File: config.mk
export PLATFORM = sky130hd
export DESIGN_NAME = fetch_aligner
export DESIGN_NICKNAME = d
export VERILOG_FILES = /design/src/rtl/fetch_aligner.sv
export SDC_FILE = /design/constraint.sdc
export NUM_CORES = 1
export LEC_CHECK = 0
export ABC_AREA = 1
export CAP_MARGIN = 20
export CORE_ASPECT_RATIO = 0.75
export CORE_MARGIN = 1
export CORE_UTILIZATION = 45
export DETAILED_ROUTE_END_ITERATION = 6
export DONT_BUFFER_PORTS = 1
export PLACE_DENSITY = 0.66
export SLEW_MARGIN = 0
export SYNTH_ARGS = -nofsm -noshare
export SYNTH_HDL_FRONTEND = slang
export SYNTH_SLANG_ARGS = --single-unit
File: constraint.sdc
create_clock -name clk -period 8.4 [get_ports clk]
set_clock_uncertainty 0.05 [all_clocks]
set_input_delay 1.68 -clock clk [delete_from_list [all_inputs] [get_ports clk]]
set_output_delay 1.68 -clock clk [all_outputs]
set_load 0.05 [all_outputs]
File: src/rtl/fetch_aligner.sv
`timescale 1ns/1ps
`default_nettype none
// ============================================================================
// Module  : fetch_aligner
// Brief   : RV32IC fetch aligner. Buffers fetched words as halfwords and
//           presents one 16- or 32-bit instruction per handshake.
// Revision: 1.0 - initial release
// ============================================================================
module fetch_aligner #(
    parameter logic [31:0] BOOT_ADDR = 32'h0000_0000
) (
    input  logic        clk,
    input  logic        rst,
    output logic        mem_req_o,
    output logic [31:0] mem_addr_o,
    input  logic        mem_gnt_i,
    input  logic        mem_rvalid_i,
    input  logic [31:0] mem_rdata_i,
    output logic        instr_valid_o,
    input  logic        instr_ready_i,
    output logic [31:0] instr_o,
    output logic [31:0] instr_pc_o,
    output logic        instr_compressed_o,
    input  logic        branch_i,
    input  logic [31:0] branch_target_i
);

    localparam int          C_DEPTH     = 4;
    localparam logic [31:0] C_BOOT_PC   = {BOOT_ADDR[31:1], 1'b0};
    localparam logic [31:0] C_BOOT_WORD = {BOOT_ADDR[31:2], 2'b00};

    logic [15:0] hw_buf_q [C_DEPTH];
    logic [15:0] hw_buf_d [C_DEPTH];
    logic [2:0]  hw_cnt_q, hw_cnt_d;
    logic [31:0] pc_q, pc_d;
    logic [31:0] fetch_addr_q, fetch_addr_d;
    logic        outstanding_q, outstanding_d;
    logic        kill_q, kill_d;
    logic        drop_low_q, drop_low_d;

    logic        w_head_compressed;
    logic        w_valid;
    logic        w_pop;
    logic [2:0]  w_pop_cnt;
    logic [2:0]  w_cnt_after_pop;
    logic [1:0]  w_wr_idx;
    logic        w_grant;
    logic        w_resp;
    logic        unused_target_bit0;

    assign w_head_compressed = (hw_buf_q[0][1:0] != 2'b11);
    assign w_valid           = w_head_compressed ? (hw_cnt_q != 3'd0) : (hw_cnt_q >= 3'd2);
    assign w_pop             = w_valid && instr_ready_i && !branch_i;
    assign w_pop_cnt         = !w_pop ? 3'd0 : (w_head_compressed ? 3'd1 : 3'd2);
    assign w_cnt_after_pop   = hw_cnt_q - w_pop_cnt;
    assign w_wr_idx          = w_cnt_after_pop[1:0];

    // A new word is only requested once it is guaranteed to fit behind the
    // halfwords still held after this cycle's pop.
    assign mem_req_o = !rst && !outstanding_q && !branch_i && (w_cnt_after_pop <= 3'd2);
    assign w_grant   = mem_req_o && mem_gnt_i;
    assign w_resp    = mem_rvalid_i && outstanding_q;

    assign mem_addr_o         = fetch_addr_q;
    assign instr_valid_o      = w_valid;
    assign instr_pc_o         = pc_q;
    assign instr_compressed_o = w_valid && w_head_compressed;
    assign instr_o            = !w_valid          ? 32'd0 :
                                w_head_compressed ? {16'd0, hw_buf_q[0]} :
                                                    {hw_buf_q[1], hw_buf_q[0]};

    assign unused_target_bit0 = branch_target_i[0];

    always_comb begin
        for (int i = 0; i < C_DEPTH; i++) begin
            hw_buf_d[i] = hw_buf_q[i];
        end
        hw_cnt_d      = w_cnt_after_pop;
        pc_d          = pc_q + {28'd0, w_pop_cnt, 1'b0};
        fetch_addr_d  = fetch_addr_q;
        outstanding_d = outstanding_q;
        kill_d        = kill_q;
        drop_low_d    = drop_low_q;

        case (w_pop_cnt)
            3'd1: begin
                hw_buf_d[0] = hw_buf_q[1];
                hw_buf_d[1] = hw_buf_q[2];
                hw_buf_d[2] = hw_buf_q[3];
            end
            3'd2: begin
                hw_buf_d[0] = hw_buf_q[2];
                hw_buf_d[1] = hw_buf_q[3];
            end
            default: ;
        endcase

        if (w_grant) begin
            outstanding_d = 1'b1;
            fetch_addr_d  = fetch_addr_q + 32'd4;
        end

        // Responses land behind whatever survived this cycle's pop.
        if (w_resp) begin
            outstanding_d = 1'b0;
            if (kill_q) begin
                kill_d = 1'b0;
            end else if (drop_low_q) begin
                hw_buf_d[w_wr_idx] = mem_rdata_i[31:16];
                hw_cnt_d           = w_cnt_after_pop + 3'd1;
                drop_low_d         = 1'b0;
            end else begin
                hw_buf_d[w_wr_idx]         = mem_rdata_i[15:0];
                hw_buf_d[w_wr_idx + 2'd1]  = mem_rdata_i[31:16];
                hw_cnt_d                   = w_cnt_after_pop + 3'd2;
            end
        end

        // A redirect flushes everything; an in-flight word is marked for discard.
        if (branch_i) begin
            hw_cnt_d      = 3'd0;
            pc_d          = {branch_target_i[31:1], 1'b0};
            fetch_addr_d  = {branch_target_i[31:2], 2'b00};
            drop_low_d    = branch_target_i[1];
            kill_d        = outstanding_q && !mem_rvalid_i;
            outstanding_d = outstanding_q && !mem_rvalid_i;
        end
    end

    always_ff @(posedge clk or posedge rst) begin
        if (rst) begin
            for (int i = 0; i < C_DEPTH; i++) begin
                hw_buf_q[i] <= 16'd0;
            end
            hw_cnt_q      <= 3'd0;
            pc_q          <= C_BOOT_PC;
            fetch_addr_q  <= C_BOOT_WORD;
            outstanding_q <= 1'b0;
            kill_q        <= 1'b0;
            drop_low_q    <= BOOT_ADDR[1];
        end else begin
            for (int i = 0; i < C_DEPTH; i++) begin
                hw_buf_q[i] <= hw_buf_d[i];
            end
            hw_cnt_q      <= hw_cnt_d;
            pc_q          <= pc_d;
            fetch_addr_q  <= fetch_addr_d;
            outstanding_q <= outstanding_d;
            kill_q        <= kill_d;
            drop_low_q    <= drop_low_d;
        end
    end

endmodule
`default_nettype wire

Word-level counts from Yosys, hierarchy flattened
Cells that the tools add are included.

storage, ports and cells
  bits in registers = 134
  latch bits = 0
  RAM bits = 0
  bits in read-only memories = 0
  input bits = 70
  logic and storage cells = 82
  memories = 0

cells by class
  add/subtract/negate cells = 6
  multiply operators = 0
  divide/modulo/power cells = 0
  magnitude comparators = 6
  equality and inequality tests = 4
  shift-type cells = 0
  muxes and demuxes = 32
  bitwise operators = 3
  reductions and logical operators = 21

operator list
  kind                                                                                 count
  64-bit bitwise mux                                                                   3
  64-bit two-way mux                                                                   3
  32-bit two-way mux                                                                   5
  16-bit demux with 2-bit select                                                       2
  32-bit one-hot mux with 2 select lines                                               1
  16-bit two-way mux                                                                   3
  32-bit by 3-bit adder with 32-bit output                                             1
  32-bit by 3-bit adder with 32-bit output, second input constant                      1
  3-bit two-way mux                                                                    4
  1-bit logical AND                                                                    11
  1-bit two-way mux                                                                    9
  3-bit greater-or-equal comparator, second input constant                             2
  3-bit by 1-bit < comparator with 1-bit output, second input constant                 2
  2-bit NOT with 3-bit output                                                          2
  3-bit nonzero test                                                                   2
  1-bit zero test                                                                      4
  2-bit two-way mux                                                                    2
  2-bit inequality test, second input constant                                         2
  2-bit AND reduction                                                                  2
  2-bit nonzero test                                                                   2
  3-bit by 1-bit adder with 3-bit output, second input constant                        1
  3-bit by 2-bit adder with 3-bit output, second input constant                        1
  3-bit by 2-bit greater-or-equal comparator with 1-bit output, second input constant  1
  3-bit by 2-bit less-or-equal comparator with 1-bit output, second input constant     1
  other kinds (5)                                                                      5

Depth between registers and ports, before layout
  depth in word-level cells = 16
  mapped depth = 20

Least setup slack after synthesis
OpenSTA, ideal clock, no wires.

  path type = input port to output port
  start = input rst
  end = output mem_req_o
  data arrival time = 5.318 ns
  path slack = 1.352 ns
  stages on the path = 3
  buffers on the path = 0
  cell sequence = inv_1 nand2_1 nor2_1

on the way
  longest elaborated chain between the ends = 4

RTL lines
  item                            line  source
  start, declared                 13    input logic rst,
  1-bit zero test (no line)       -
  1-bit logical AND (3 in a row)  60    assign mem_req_o = !rst && !outstanding_q && !branch_i && (w_cnt_after_pop <= 3'd2);
  end, declared                   14    output logic mem_req_o,

No other way between the ends.

Final worst setup path
  start = input instr_ready_i
  end = output mem_req_o

on the way
  longest elaborated chain between the ends = 6

RTL lines
  item                                                       line  source
  start, declared                                            20    input logic instr_ready_i,
  1-bit logical AND (2 in a row)                             53    assign w_pop = w_valid && instr_ready_i && !branch_i;
  2-bit two-way mux                                          54    assign w_pop_cnt = !w_pop ? 3'd0 : (w_head_compressed ? 3'd1 : 3'd2);
  3-bit by 2-bit subtractor with 3-bit output                55    assign w_cnt_after_pop = hw_cnt_q - w_pop_cnt;
  3-bit by 2-bit less-or-equal comparator with 1-bit output  60
  1-bit logical AND                                          60

No other way between the ends.

==> impl_metrics.toml <==
[power]
power_density_nw_per_um2 = 363
finalPower_mw = 4.10
p_leak_nw = 6.07
irDropWorstVdd_uv = 253

[cells_and_area]
mostFrequentLayoutCells = "650 x nand2_1, 175 x nor2_1, 164 x inv_1"
insertedDiodeCount = 0
areaGrowthSynthToFinish_pct = 6.88
drive_gt1_share_pct = 4.19
final_common_cell = "nand2_1"
nets = 1764

[worst_setup_path]
crit_type = "in -> out"
reg2reg_from = "hw_buf_q[48]"
required_ps = 6670
path_max_fanout = 81
slowest_delay_ps = 710
crit_chain = "inv_1, nor2_8, buf_4, nand2_2, inv_1, nand2_1, fa_1, xnor2_1, inv_1, ha_1, inv_1, o21ai_2, inv_1, nor2_1, buf_4"
start_kind = "primary input"
rrSetupSlack_ps = 3100
startpoint = "instr_ready_i"
path_buf_inv = 7
crit_family = "buffers and inverters"
cp.arrival_ps = 4370
crit_slowest_cell = "buf_4"
crit_path_end_kind = "output port"
crit_top_cell = "inv_1"

[routing]
num_vias = 11400
drt-initial-drc-count = 1422
drc = 0
wl_per_cell_um = 18.6
ant_nets = 0
firstDrtPassIters = 5
vias_per_cell = 5.72
finalWirelength_um = 37000

[synthesis]
synth_top_area_share_pct = 31.1
synth_simple_gate_area_share_pct = 46.9
synth_warnings = 0
ys_seq_elements = 131
synthMuxAreaShare_pct = 0
synth.area.top_cells = "dfrtp_1 31%, nand2_1 23%, nand3_1 7.5%"
synth-xor-area-share_pct = 3.07
synth_top_cell_by_area = "dfrtp_1"
synth-compound-area-share_pct = 6.76
synth_cell_types = 39
yosys_most_used_dff = "dfrtp_1"
syn_area_um2 = 10600
synth_area_per_cell_um2 = 6.07
synth_cells = 1739
async_flop_share_pct = 100
synth_adder_area_share_pct = 1.45
synth_top_family_by_area = "simple AND/OR/NAND/NOR gates"
synth_edf_count = 0
seq_area_frac_synth_pct = 31.1

[die]
core_area_um2 = 23000
die-width_um = 179
num_rows = 48
ios = 169
die_h_um = 135
die_area_um2 = 24100
start_util_pct = 45.9

[clock_tree]
h-tree-depth = 4
cts_resized = 0
cts_tree = "done"
cts_buffer_depth = 2
clk_latency_ps = 430
cts_hold_buffers = 0
cts_buffers = 17
cts_sinks = 131
clock-root-buffer = "clkbuf_16"
clk_pin_slew_ps = 60
cts_setup_buffers = 0

[grt]
grt_pass1_vias = 10200
grt_max_degree = 82
grt_pass1_wl_um = 58000
antenna_found_initial = 0
gr-total-overflow = 0
grt_usage_pct = 31.2

[worst_hold_path]
hp-class = "reg -> reg"
hold_start = "kill_q"

[sta]
slew_headroom_pct = 34.7
grt_setup_unrepaired = "no"
final_max_slew_viol_count = 0
setup_violations = 0
tns_ps = 0
post-route-period-util_pct = 72.6
fin_crit_ps = 6100
tightest_slew_ps = 975
hold_violations = 0
fmax_ghz = 0.164

[run_status]
outcome = "finished clean"

[placed_design]
port_buffers = 0
hpwlAfterDp_um = 23500
place_congestion = 0.960

[job]
drv_cap = 0
[registers in the layout, summed over array words and instances (netlist names)]
register       cells
hw_buf_q          64
instr_pc_o        31
mem_addr_o        30
hw_cnt_q           3
drop_low_q         1
kill_q             1
outstanding_q      1
[logic make-up (layout without fill, tap and decap cells)]
family | after synthesis | after routing
other | 1 | 3
AOI/OAI and AO/OA | 128 | 128
xor gates and xnor gates | 37 | 37
adders and majority gates | 11 | 11
DFF | 131 | 131
buffers and inverters | 282 | 236
and+or+nand+nor | 1149 | 1149
[final cells by class]
type	instances	area [um^2]
multi-input cells	1328	6150
clock inverters	11	176
fillers	2440	11700
inverters	184	696
flip-flops and latches	131	3280
well taps	300	375
repair buffers	21	158
clock buffers	20	447
[where the power goes]
group,internal (mW),total (mW),switching [mW]
registers,0.818,1.16,0.342
clock network,0.506,0.821,0.315
logic,0.544,2.12,1.57
[stage by stage]
step / instance area, um^2 / utilization, % / std cells / hold slack, ps / setup WS, ps
after floorplan: 10600 / - / 1741 / 451 / 1350
after global placement: 10700 / 46.3 / 1964 / 470 / 2360
after detailed placement: 10700 / 46.3 / 1964 / 486 / 2360
after CTS: 11300 / 49.0 / 1995 / 499 / 2350
after global routing: 11300 / 49.0 / 1995 / 536 / 2120
final: 11300 / 49.0 / 1995 / 500 / 2300
[final timing paths]
| check | to | depth (start not counted) |
|---|---|---|
| min in group asynchronous | hw_buf_q[44] | 1 |
| worst min register to register | kill_q | 2 |
| worst max-delay path | mem_req_o | 15 |
| max in group asynchronous | mem_addr_o[7] | 2 |
| worst min-delay path | kill_q | 2 |
| worst max register to register | hw_buf_q[11] | 15 |
[per-layer routing]
layer | track usage (%) | vias up | share of wire (%)
met4 | 8.85 | 0 | 1.7
met2 | 43.0 | 645 | 41
met5 | 0 | - | 0
li1 | - | 5469 | -
met1 | 46.9 | 5245 | 44
met3 | 8.36 | 45 | 13
[synth_stat cells (8+ instances only)]
library cell	number
nand2_1	651
clkinv_1	14
nand4_1	124
buf_2	38
buf_1	11
nand3_1	159
inv_1	165
a21oi_1	54
nor2_1	175
xor2_1	20
o211ai_1	17
buf_4	8
nor3_1	21
clkbuf_1	41
dfrtp_1	131
xnor2_1	17
o21ai_0	41
ha_1	9
[tightest hold or removal path, delay by kind of cell, from the launching register on]
kind            cells  cell delay [ps]
simple gates        1               80
compound gates      1               60
flops               1              370
Power figures use the tool's default switching activity.
